--- config.mk ---
export PLATFORM = sky130hd
export DESIGN_NAME = tx_frame_player
export DESIGN_NICKNAME = d
export VERILOG_FILES = /design/src/rtl/tx_pkg.sv /design/src/rtl/tx_sample_ram.sv /design/src/rtl/tx_frame_player.sv
export SDC_FILE = /design/constraint.sdc
export NUM_CORES = 2
export LEC_CHECK = 0
export CORE_AREA = 2 2 464 466
export DETAILED_ROUTE_END_ITERATION = 8
export DIE_AREA = 0 0 466 468
export GPL_TIMING_DRIVEN = 0
export PLACE_DENSITY = 0.68
export SETUP_SLACK_MARGIN = 0.5
export SYNTH_ARGS = -nofsm -noshare
export SYNTH_HDL_FRONTEND = slang
export SYNTH_SLANG_ARGS = --single-unit
--- constraint.sdc ---
create_clock -name clk -period 2.84 [get_ports clk]
set_input_delay 0.568 -clock clk [delete_from_list [all_inputs] [get_ports clk]]
set_output_delay 0.568 -clock clk [all_outputs]
set_load 0.1 [all_outputs]
--- src/rtl/tx_pkg.sv ---
// ============================================================================
// tx_pkg : shared sizing defaults and controller state encoding
// Rev 1.0
// ============================================================================
`default_nettype none

package tx_pkg;

  localparam int DATA_W = 16;
  localparam int ADDR_W = 7;
  localparam int DEPTH  = 128;

  typedef enum logic [1:0] {
    IDLE  = 2'd0,
    PRIME = 2'd1,
    PLAY  = 2'd2,
    DRAIN = 2'd3
  } state_t;

endpackage

`default_nettype wire

--- src/rtl/tx_sample_ram.sv ---
// ============================================================================
// tx_sample_ram : simple dual-port sample buffer, registered read port
// Rev 1.0
// ============================================================================
`default_nettype none

module tx_sample_ram #(
  parameter int DATA_W = tx_pkg::DATA_W,
  parameter int ADDR_W = tx_pkg::ADDR_W,
  parameter int DEPTH  = tx_pkg::DEPTH
) (
  input  logic              clk,
  input  logic              wea,
  input  logic [ADDR_W-1:0] addra,
  input  logic [DATA_W-1:0] dina,
  input  logic              enb,
  input  logic [ADDR_W-1:0] addrb,
  output logic [DATA_W-1:0] doutb
);

  logic [DATA_W-1:0] r_mem [DEPTH] = '{default: '0};
  logic [DATA_W-1:0] r_doutb = '0;

  always_ff @(posedge clk) begin
    if (wea) begin
      r_mem[addra] <= dina;
    end
  end

  // Write-first on a same-address collision so a frame started in the same
  // cycle as a write to address 0 plays the freshly written sample.
  always_ff @(posedge clk) begin
    if (enb) begin
      r_doutb <= (wea && (addra == addrb)) ? dina : r_mem[addrb];
    end
  end

  assign doutb = r_doutb;

endmodule

`default_nettype wire

--- src/rtl/tx_frame_player.sv ---
// ============================================================================
// tx_frame_player : plays a buffered frame out over valid/ready, 1 sample/clk
// Rev 1.0
// ============================================================================
`default_nettype none

module tx_frame_player #(
  parameter int DATA_W = tx_pkg::DATA_W,
  parameter int ADDR_W = tx_pkg::ADDR_W,
  parameter int DEPTH  = tx_pkg::DEPTH
) (
  input  logic              clk,
  input  logic              rst_n,
  input  logic              wr_en,
  input  logic [ADDR_W-1:0] wr_addr,
  input  logic [DATA_W-1:0] wr_data,
  input  logic [ADDR_W:0]   frame_len,
  input  logic              start,
  input  logic              abort,
  output logic              busy,
  output logic              done,
  output logic [DATA_W-1:0] tx_data,
  output logic              tx_valid,
  output logic              tx_last,
  input  logic              tx_ready
);

  import tx_pkg::*;

  localparam logic [ADDR_W:0] c_len_max = (ADDR_W+1)'(DEPTH);
  localparam logic [ADDR_W:0] c_one     = (ADDR_W+1)'(1);

  state_t            r_state;
  state_t            w_state_nxt;
  logic [ADDR_W:0]   r_len;
  logic [ADDR_W:0]   r_rd_cnt;
  logic [ADDR_W:0]   r_tx_cnt;
  logic              r_out_v;
  logic              r_pf_v;
  logic              r_pend;
  logic              r_done;
  logic [DATA_W-1:0] r_out;
  logic [DATA_W-1:0] r_pf;
  logic [DATA_W-1:0] w_rd_data;
  logic [ADDR_W-1:0] w_rd_addr;
  logic [ADDR_W:0]   w_len_clamped;
  logic [1:0]        w_stored;
  logic              w_busy;
  logic              w_abort;
  logic              w_start_ok;
  logic              w_issue_play;
  logic              w_issue;
  logic              w_pop;
  logic              w_last;
  logic              w_final;
  logic              w_wr_en;

  assign w_busy        = (r_state != IDLE);
  assign w_abort       = abort && w_busy;
  assign w_len_clamped = (frame_len > c_len_max) ? c_len_max : frame_len;
  assign w_start_ok    = (r_state == IDLE) && start && !abort && (frame_len != '0);
  assign w_pop         = r_out_v && tx_ready;
  assign w_last        = r_out_v && (r_tx_cnt == (r_len - c_one));
  assign w_final       = (r_state == DRAIN) && w_pop && w_last;
  assign w_wr_en       = wr_en && !w_busy;

  // Samples held after this edge (output + prefetch + landing read). A new
  // read is only issued if it is guaranteed a slot even with no pop next cycle.
  assign w_stored      = 2'(r_out_v) + 2'(r_pf_v) + 2'(r_pend) - 2'(w_pop);
  assign w_issue_play  = ((r_state == PRIME) || (r_state == PLAY)) && !abort &&
                         (r_rd_cnt != r_len) && (w_stored <= 2'd1);
  assign w_issue       = w_start_ok || w_issue_play;
  assign w_rd_addr     = w_start_ok ? '0 : r_rd_cnt[ADDR_W-1:0];

  tx_sample_ram #(
    .DATA_W (DATA_W),
    .ADDR_W (ADDR_W),
    .DEPTH  (DEPTH)
  ) u_ram (
    .clk   (clk),
    .wea   (w_wr_en),
    .addra (wr_addr),
    .dina  (wr_data),
    .enb   (w_issue),
    .addrb (w_rd_addr),
    .doutb (w_rd_data)
  );

  always_ff @(posedge clk or negedge rst_n) begin
    if (!rst_n) begin
      r_state <= IDLE;
    end else begin
      r_state <= w_state_nxt;
    end
  end

  always_comb begin
    w_state_nxt = r_state;
    busy        = w_busy;
    done        = r_done;
    case (r_state)
      IDLE:    if (w_start_ok) w_state_nxt = PRIME;
      PRIME:   w_state_nxt = (r_len == c_one) ? DRAIN : PLAY;
      PLAY:    if (r_rd_cnt == r_len) w_state_nxt = DRAIN;
      DRAIN:   if (w_final) w_state_nxt = IDLE;
      default: w_state_nxt = IDLE;
    endcase
    if (w_abort) begin
      w_state_nxt = IDLE;
    end
  end

  always_ff @(posedge clk or negedge rst_n) begin
    if (!rst_n) begin
      r_len    <= '0;
      r_rd_cnt <= '0;
      r_tx_cnt <= '0;
      r_out_v  <= 1'b0;
      r_pf_v   <= 1'b0;
      r_pend   <= 1'b0;
      r_done   <= 1'b0;
      r_out    <= '0;
      r_pf     <= '0;
    end else begin
      r_done <= 1'b0;
      if (w_abort) begin
        r_out_v  <= 1'b0;
        r_pf_v   <= 1'b0;
        r_pend   <= 1'b0;
        r_rd_cnt <= '0;
        r_tx_cnt <= '0;
      end else begin
        if (w_start_ok) begin
          r_len    <= w_len_clamped;
          r_tx_cnt <= '0;
        end
        if (w_issue) begin
          r_rd_cnt <= w_start_ok ? c_one : (r_rd_cnt + c_one);
        end
        r_pend <= w_issue;
        if (w_pop) begin
          r_tx_cnt <= r_tx_cnt + c_one;
        end
        // Output register refills from prefetch first to keep address order.
        if (!r_out_v || w_pop) begin
          if (r_pf_v) begin
            r_out   <= r_pf;
            r_out_v <= 1'b1;
            r_pf_v  <= r_pend;
            if (r_pend) begin
              r_pf <= w_rd_data;
            end
          end else if (r_pend) begin
            r_out   <= w_rd_data;
            r_out_v <= 1'b1;
          end else begin
            r_out_v <= 1'b0;
          end
        end else if (r_pend) begin
          r_pf   <= w_rd_data;
          r_pf_v <= 1'b1;
        end
        if (w_final) begin
          r_done   <= 1'b1;
          r_rd_cnt <= '0;
          r_tx_cnt <= '0;
        end
      end
    end
  end

  assign tx_data  = r_out;
  assign tx_valid = r_out_v;
  assign tx_last  = w_last;

endmodule

`default_nettype wire

==> summary.md <==
| Metric | Value |
|---|---|
| Status | complete, but fails checks |
| Violated checks | negative setup slack |
| Multiplexer area fraction after synthesis | between 10% and 20% |
| YS warnings | 0 |
| Via count | 51500 |
| Initial antenna violation count | 9 |
| Max-slew headroom | between 10% and 20% |
| ANT nets after route | 0 |
| M1 GR Usage | 30.8% |
| Num CTS Buffers | 200 |
| First-pass GRT wire length | 373000 um |
| Net Count, Synth | 4958 |
| Post-Syn Area | 85000 um2 |
| Post-layout min period | 3.68 ns |
| Main combinational cell family by area after synthesis | multiplexers |
| HP Start | wr_data[0] |
| Met3 GRT Util | 6.05% |
| Final #Nets | 5531 |
| R2r endpoint | u_ram.doutb[14]$_DFFE_PP_ |
| Total gr overflow | 0 |
| Maximum vdd drop | 0.000781 V |
| Hold path depth | 1 |
| Worst Hold Class | in2reg |
| Core area | 213000 um2 |
| Routed wire per std cell | 31.6 um |
| Commonest non-fill, non-tap cells in the layout | 2064 x edfxtp_1, 352 x mux2i_1, 231 x clkbuf_16 |
| R2r startpoint | r_rd_cnt[0]$_DFFE_PN0P_ |
| Die height | 468 um |
| CTS root buffer | clkbuf_16 |
| Fin area | 105000 um2 |
| Layout cells sized above 1 | 30.3% |
| Most common cell after layout, fill and taps aside | edfxtp_1 |
| Clock Latency Late Sink | 0.87 ns |
| Slack of the worst reg-to-reg path | -0.84 ns |
| Htree depth | 4 |
| CTS sink cnt | 2126 |
| First-pass iteration count of the detailed router | 8 |
| Post-Synth XOR/XNOR Area | 0.330% |
| Async SR Flop Fraction | 2.92% |
| Final worst-path setup slack | -0.839 ns |
| Pleak | 33.4 nW |
| Worst-path clk slew | 0.07 ns |
| Max cap viols | 0 |
| Pin count of the biggest net entering global routing | 110 |
| Fin. max-slew vios | 0 |
| Io pins | 57 |
| Setup TNS Final | -12.39 ns |
| Compound-gate portion of the synthesized area | 7.47% |
| Sequential area share after synthesis | 74.8% |
| Synth Flop Type | edfxtp_1 |
| Crit Path Max Fanout | 10 |
| Syn_area_per_cell | 17.3 um2 |
| Worst hold margin | ~0.083 ns |
| FF-to-FF path depth | 11 |
| Post-synth EDFFs | 2064 |
| Initial Util | 39.8% |
| #FFs+latches synth | between 2000 and 2500 |
| GPL Wtd Cong | 1.01 |
| Cells after synthesis | 4911 |
| Die area | 218000 um2 |
| Die width | around 470 um |
| Port Buf Inserts | 53 |
| Startpoint types | register |
| Via density | 6.07 |
| Post-Synth Adder-Cell Area | 0.147% |
| Met2 GRT Util | a little under two fifths |
| Power Dens Cells | a little over 800 nW/um2 |
| CTS tree | yes |
| Place WS | -2.97 ns |
| Unique masters post-synth | 69 |
| Placed cell areas | 91300 um2 |
| Critical path class | reg2reg |
| FMAX | 272 MHz |
| RSZ-0062 raised after global routing | yes |
| Largest cells by area after synthesis | edfxtp_1 73%, mux4_2 5.9%, mux2i_1 4.2% |
| Synth-to-layout area growth | 23.9% |
| Vias in the first global route | 49900 |
| Non-Filler Instances | 8493 |
| CP Data Required Time | 3.38 ns |
| Layout Skew | 0.0449 ns |
| Dpl cells | 7865 |
| Final Cycle Share | 130% |
| Final Hold Fails | 0 |
| WHS Endpoint | u_ram.r_mem[119][0]$_DFFE_PP_ |
| Largest area contributor in the netlist | edfxtp_1 |
| Final Setup Violations | 17 |
| Yosys top cell area share | 72.9% |
| HPWL after DPL | 175000 um |
| All-Layer GR Usage | roughly a quarter |
| Clk buf depth | 3 |
| GRT busiest layer | met2 |
| Worst Max-Slew Pin Slew | 1.24 ns |
| Drt first-iter violations | approximately 7800 |
| Crit end category | register |
| # rows | between 150 and 200 |
| CP Data Arrival Time | 4.22 ns |
| Final WL | 269000 um |
| # DRC | 0 |
| Simple-Gate Fraction of Synth Area | 4.54% |
[worst max-delay path: stages (launching register included)]
cell,delay (ns)
dfrtp_2,0.44
buf_12,0.17
buf_12,0.16
buf_8,0.18
buf_4,0.25
clkbuf_4,0.28
nand2_1,0.41
o22ai_1,0.18
o32ai_1,0.58
o22ai_1,0.18
nor4_2,0.36
a221oi_4,0.11
[metrics by stage]
stage	util, %	power (mW)
6_report	49.3	87.4
5_1_grt	49.3	89.4
3_5_place_dp	42.8	56.5
3_3_place_gp	42.1	56.4
4_1_cts	48.8	86.3
2_1_floorplan	-	48.3
[synth_stat cells (17+ instances only)]
master / n
a21o_1: 18
clkbuf_1: 185
dfrtp_1: 62
buf_4: 21
mux2i_1: 353
o31ai_1: 46
o221ai_1: 61
a22o_1: 17
o2bb2ai_1: 31
nand2_1: 190
a21oi_1: 174
o22ai_1: 37
a221oi_1: 51
mux2_2: 66
o32a_1: 30
and2_1: 20
a2111oi_0: 32
nand3_1: 51
xor2_1: 20
edfxtp_1: 2064
nor3_1: 83
nand2b_1: 23
o21ai_0: 157
o311a_1: 30
mux4_2: 222
or3_1: 36
nor2_1: 354
a211oi_1: 114
buf_2: 104
buf_1: 32
o211ai_1: 34
[final cells by class]
cell class | instances | area, um2
multi-input combinational | 2428 | 23200
fill | 17000 | 108000
timing repair buffer | 371 | 5080
tap | 2838 | 3550
clock buffer | 253 | 5340
clock inverter | 113 | 1060
sequential | 2126 | 63500
antenna | 7 | 17.5
buffer | 343 | 3400
inverter | 14 | 65.1
[state kept, by name (all words and copies together), names as in the netlist]
register     cells
u_ram.r_mem   2048
r_pf            16
tx_data         16
u_ram.doutb     16
r_len            8
r_rd_cnt         8
r_tx_cnt         8
r_state          2
done             1
r_pend           1
r_pf_v           1
tx_valid         1
[how the worst max path moves through the flow]
stage | cells past startpoint | end | slack (ns) | from
6_report | 11 | u_ram.doutb[14]$_DFFE_PP_ | -0.84 | r_rd_cnt[0]$_DFFE_PN0P_
5_1_grt | 11 | u_ram.doutb[14]$_DFFE_PP_ | -0.81 | r_rd_cnt[0]$_DFFE_PN0P_
4_1_cts | 15 | u_ram.doutb[14]$_DFFE_PP_ | -0.58 | r_state[0]$_DFFE_PN0P_
3_5_place_dp | 12 | u_ram.doutb[9]$_DFFE_PP_ | -2.97 | r_rd_cnt[1]$_DFFE_PN0P_
3_3_place_gp | 1 | u_ram.r_mem[35][10]$_DFFE_PP_ | -3.61 | wr_data[10]
2_1_floorplan | 7 | tx_last | -0.04 | r_len[0]$_DFFE_PN0P_
[logic make-up after synthesis]
group                      after synthesis
DFF                                   2126
AOI/OAI and AO/OA                      900
and+or+nand+nor                        845
muxes                                  641
buffers and inverters                  357
xor gates and xnor gates                32
adders and majority gates               10
[power breakdown]
part           internal, mW  switching [mW]
Clock                  14.9            11.6
Sequential             35.0           0.332
Combinational          9.47            16.0
[what timing repair did]
item                       4_1_cts  5_1_grt
resized for setup             1083      117
setup buffers                  183       55
hold buffers                     1        0
hold endpoints to repair        62        0
cloned                          11        5
setup endpoints to repair     2062     1573
pin swaps                      205       98
[metal layers]
metal | part of all wire (%) | vias to the layer above | wire length [um]
met5 | 0.017 | - | 47
met4 | 6.6 | 8 | 17800
met3 | 11 | 731 | 29500
met2 | 46 | 3432 | 123000
met1 | 37 | 26400 | 98500
li1 | - | 21000 | -
No activity file was read; power rests on OpenSTA's default activity.
